==> src/rtl/seq_div_16x8.sv <==
// Restoring divider: 16-bit dividend / 8-bit divisor, one quotient bit per clock, valid/ready on both sides.
// Latency 16 steps after accept (1 for zero divisor, 8 with SEQ_DIV_EARLY_TERM_EN when the quotient fits in a byte); output holds under back-pressure.
module seq_div_16x8 #(
   parameter int N_W = 16,
   parameter int D_W = 8
) (
   input  logic           clk,
   input  logic           rst_n,
   input  logic           in_valid,
   output logic           in_ready,
   input  logic [N_W-1:0] dividend,
   input  logic [D_W-1:0] divisor,
   output logic           out_valid,
   input  logic           out_ready,
   output logic [N_W-1:0] quotient,
   output logic [D_W-1:0] remainder,
   output logic           div_by_zero
);

   localparam int C_W = $clog2(N_W);

   typedef enum logic [1:0] {IDLE, CALC, DONE} state_t;

   state_t         state_q, state_d;
   logic [C_W-1:0] cnt_q, cnt_d;
   logic [D_W:0]   prem_q, prem_d;
   logic [N_W-1:0] dvd_q, dvd_d;
   logic [D_W-1:0] dvs_q, dvs_d;
   logic [N_W-1:0] quo_q, quo_d;
   logic [D_W-1:0] rem_q, rem_d;
   logic           dbz_q, dbz_d;

   logic [D_W+1:0] trial;
   logic           ge;
   logic [D_W:0]   prem_nxt;

   assign in_ready    = (state_q == IDLE);
   assign out_valid   = (state_q == DONE);
   assign quotient    = quo_q;
   assign remainder   = rem_q;
   assign div_by_zero = dbz_q;

   always_comb begin
      state_d  = state_q;
      cnt_d    = cnt_q;
      prem_d   = prem_q;
      dvd_d    = dvd_q;
      dvs_d    = dvs_q;
      quo_d    = quo_q;
      rem_d    = rem_q;
      dbz_d    = dbz_q;
      trial    = {1'b0, prem_q, dvd_q[N_W-1]};
      ge       = (trial >= {2'b00, dvs_q});
      prem_nxt = ge ? (D_W+1)'(trial - {2'b00, dvs_q}) : (D_W+1)'(trial);

      case (state_q)
         IDLE: begin
            if (in_valid) begin
               dvd_d   = dividend;
               dvs_d   = divisor;
               dbz_d   = 1'b0;
               prem_d  = '0;
               state_d = CALC;
               if (divisor == '0) begin
                  // Zero divisor spends a single pass through CALC with no arithmetic.
                  quo_d = '1;
                  rem_d = dividend[D_W-1:0];
                  dbz_d = 1'b1;
                  cnt_d = '0;
               end else begin
                  quo_d = '0;
                  cnt_d = C_W'(N_W-1);
`ifdef SEQ_DIV_EARLY_TERM_EN
                  if (dividend[N_W-1:D_W] < divisor) begin
                     prem_d = {1'b0, dividend[N_W-1:D_W]};
                     dvd_d  = dividend << D_W;
                     cnt_d  = C_W'(D_W-1);
                  end
`endif
               end
            end
         end
         CALC: begin
            if (dbz_q) begin
               state_d = DONE;
            end else begin
               dvd_d  = dvd_q << 1;
               prem_d = prem_nxt;
               quo_d  = {quo_q[N_W-2:0], ge};
               if (cnt_q == '0) begin
                  rem_d   = prem_nxt[D_W-1:0];
                  state_d = DONE;
               end else begin
                  cnt_d = cnt_q - 1'b1;
               end
            end
         end
         DONE: begin
            if (out_ready) state_d = IDLE;
         end
         default: state_d = IDLE;
      endcase
   end

   always_ff @(posedge clk or negedge rst_n) begin
      if (!rst_n) begin
         state_q <= IDLE;
         cnt_q   <= '0;
         prem_q  <= '0;
         dvd_q   <= '0;
         dvs_q   <= '0;
         quo_q   <= '0;
         rem_q   <= '0;
         dbz_q   <= 1'b0;
      end else begin
         state_q <= state_d;
         cnt_q   <= cnt_d;
         prem_q  <= prem_d;
         dvd_q   <= dvd_d;
         dvs_q   <= dvs_d;
         quo_q   <= quo_d;
         rem_q   <= rem_d;
         dbz_q   <= dbz_d;
      end
   end

endmodule

==> config.mk <==
export PLATFORM = sky130hd
export DESIGN_NAME = seq_div_16x8
export DESIGN_NICKNAME = d
export VERILOG_FILES = /design/src/rtl/seq_div_16x8.sv
export SDC_FILE = /design/constraint.sdc
export NUM_CORES = 1
export LEC_CHECK = 0
export BUFFER_PORTS_ARGS = -buffer_cell sky130_fd_sc_hd__buf_2
export CORE_UTILIZATION = 56
export DETAILED_ROUTE_END_ITERATION = 8
export HOLD_SLACK_MARGIN = 0.12
export MAX_ROUTING_LAYER = met4
export PLACE_DENSITY = 0.79
export SLEW_MARGIN = 20
export SYNTH_ARGS = -nofsm -noshare
export SYNTH_HDL_FRONTEND = slang
export SYNTH_SLANG_ARGS = --single-unit
==> constraint.sdc <==
create_clock -name clk -period 3.14 [get_ports clk]
set_input_delay 0.471 -clock clk [delete_from_list [all_inputs] [get_ports clk]]
set_output_delay 0.471 -clock clk [all_outputs]
set_load 0.1 [all_outputs]
==> metrics.txt <==
measured slew at the worst slew-check pin=0.874 ns; violation count after the first detailed-route iteration=189; height of the die=80.0 microns; vias in the first global route=2723; sequential-to-total area share from yosys stat=0.471; cell with the largest stage delay on the worst path=sky130_fd_sc_hd__or4_1; ordered list of cells on the worst path=inv_1 -> ha_1 -> inv_1 -> fa_1 -> nand3_1 -> a31oi_1 -> or4_1 -> mux2i_1 -> a221oi_1; Fmax achieved=389 MHz; Buffers on Ports=54; effective utilization at floorplan=0.578; top library cells by usage in the layout, fill and taps aside=sky130_fd_sc_hd__nand2_1 (81), sky130_fd_sc_hd__dfrtp_1 (64), sky130_fd_sc_hd__buf_2 (54); post-synth top area cell=sky130_fd_sc_hd__dfrtp_1; DR vias/cell=5.83; post-synthesis sequential element count=64; CTS buffer count=9; H-tree depth=3; Die ar.=6390 sq um; Worst Skew=0.00550 ns; count of flip-flops with a built-in enable after synthesis=0; cell row count=28; share of cells above drive strength 1=0.215; met2 WL=3800 microns; root buffer cell=sky130_fd_sc_hd__clkbuf_8; RSZ-0062 raised after global routing=no; critical path fanouts, max=5; clock transition at the registers of the reported paths=0.07 ns; die width=80.0 microns; core utilization of the finished layout=0.670; Setup violations, final=0; mean post-synth cell area=8.96 sq um; clk_lat worst skew=0.34 ns; area taken by flip-flops and latches=1600 sq um; count of mapped cells out of synthesis=380; detailed-router iteration count before antenna repair=5; post-route met1 wirelength=3660 microns; gr usage total=0.279; Reg2Reg Depth=9; Top Ports=55; worst-case headroom to the max-slew limit=0.417; critical path's most frequent cell=sky130_fd_sc_hd__inv_1; number of buffers on the longest clock path=2; final-layout setup total negative slack=0 ns; mapped cell area=3400 sq um; filler-free cell count of the finished design=512; highest metal layer used by the detailed router=met4; WL met3=417 microns; Setup crit start kind=register; FILL cells=476; Core Area=5890 sq um; maximum number of pins on one net before global-route repair=65; vias after detailed routing=2985; Critical Path Sink Type=register; WP data required=3.38 ns; biggest area contributors in the synthesized netlist=sky130_fd_sc_hd__dfrtp_1 (47%), sky130_fd_sc_hd__nand2_1 (8.9%), sky130_fd_sc_hd__o21ai_0 (5.3%); Yosys cell types=54; count of clock tree sinks=64; routed len/inst=15.6 microns; overall routed net length=7980 microns; Final nets=470; most used flip-flop cell after synthesis=sky130_fd_sc_hd__dfrtp_1; detailed-placement wirelength estimate=5630 microns; category of the critical setup timing path=register to register; clock period minus worst slack=2.57 ns; Net Count, Synth=418; layout-stage area growth over the synthesis result=15.9%; global-route wire length before repair=13100 microns; worst reg2reg startpoint=dvd_q[15]; cells resized by post-CTS repair=0; most common library cell in the layout ignoring fill and taps=sky130_fd_sc_hd__nand2_1; CTS tree=yes; destination of the worst register-to-register timing path=remainder[5]; antenna fix cells=0; initial antenna violation count=0; Yosys warnings=0; outcome=completed; class of the tightest hold or removal check=input port to async pin; Cell Count Post-Placement=496; fraction of the cycle the final worst path needs=0.819; top cell type's share of synthesized area=0.471; grt ovf=0; slowest cell delay on critical path=0.59 ns; number of slew-limit violations in the final report=0; remaining antenna violation count=0; number of remaining DRC errors=0; footprint of the multi-input gates=1620 sq um; max-capacitance violation count=0; number of buffers inserted for hold repair after clock tree synthesis=0; FFs w/ async S/R, synth=1.00; Worst Path Arrival=2.81 ns; routability cong.=0.887; setup repair bufs after CTS=0; reg-to-reg setup timing slack=0.57 ns; endpoints failing hold=0
-- registers in the layout, indices dropped and copies added (netlist names) --
signal,cells
cnt_q,4
dvd_q,16
quotient,16
dvs_q,8
state_q,2
div_by_zero,1
prem_q,9
remainder,8
-- cells in the mapped netlist (7+ instances only) --
cell type and instances:
sky130_fd_sc_hd__ha_1 9, sky130_fd_sc_hd__mux2i_1 7, sky130_fd_sc_hd__a31oi_1 17, sky130_fd_sc_hd__inv_1 19
sky130_fd_sc_hd__clkbuf_1 8, sky130_fd_sc_hd__o21ai_0 36, sky130_fd_sc_hd__a21oi_1 22, sky130_fd_sc_hd__a22oi_1 7
sky130_fd_sc_hd__buf_2 10, sky130_fd_sc_hd__nor2_1 23, sky130_fd_sc_hd__nand2b_1 8, sky130_fd_sc_hd__dfrtp_1 64
sky130_fd_sc_hd__nand2_1 81
-- cells by family (layout without fill, tap and decap cells) --
family                     count (synthesis)  in the layout  share of synthesized area
AOI/OAI and AO/OA                        111            111                      0.214
xor gates and xnor gates                   1              1                    0.00257
adders and majority gates                 10             10                     0.0390
buffers and inverters                     41             98                     0.0555
DFF                                       64             64                      0.471
muxes                                      9              9                     0.0272
and+or+nand+nor                          144            144                      0.192
-- how the worst max path moves through the flow --
stage / startpoint / to / slack, ns / cells past startpoint
after global routing: dvd_q[15] / remainder[5] / 0.37 / 9
final: dvd_q[15] / remainder[5] / 0.57 / 9
after floorplan: state_q[1] / dvd_q[10] / 0.32 / 6
after global placement: dvd_q[15] / remainder[5] / 0.72 / 9
after detailed placement: dvd_q[15] / remainder[5] / 0.57 / 9
after CTS: dvd_q[15] / remainder[5] / 0.56 / 9
-- critical path, delay by kind of cell, from the launching register on --
kind	cells	cell delay, ns
AND/OR/NAND/NOR	2	0.73
adder cells (fa/ha/maj)	2	0.57
AO/OA/AOI/OAI	2	0.42
flip-flops	1	0.41
buffers and inverters	2	0.14
multiplexers	1	0.20
-- cell type report --
type / instances / area share
Timing Repair Buffer: 63 / 0.0856
Multi-Input combinational cell: 275 / 0.411
Inverter: 19 / 0.0181
Sequential cell: 64 / 0.406
Tap cell: 75 / 0.0238
Clock inverter: 2 / 0.00888
Clock buffer: 14 / 0.0463
-- metal layers --
layer  global-route usage  vias up
met5                    -        -
met1                0.372     1445
met4               0.0875        0
li1                     -     1440
met3               0.0663       13
met2                0.423       87
-- stage by stage --
step / hold slack (ns) / area (sq um) / setup WS (ns)
after floorplan: 0.175 / 3400 / 0.319
final: 0.296 / 3950 / 0.568
after detailed placement: 0.456 / 3730 / 0.570
after CTS: 0.322 / 3950 / 0.559
after global routing: 0.318 / 3950 / 0.368
after global placement: 0.450 / 3730 / 0.725
Power is not shown: default switching activity piles up to over one toggle a cycle in this logic, so the estimate is an artifact.
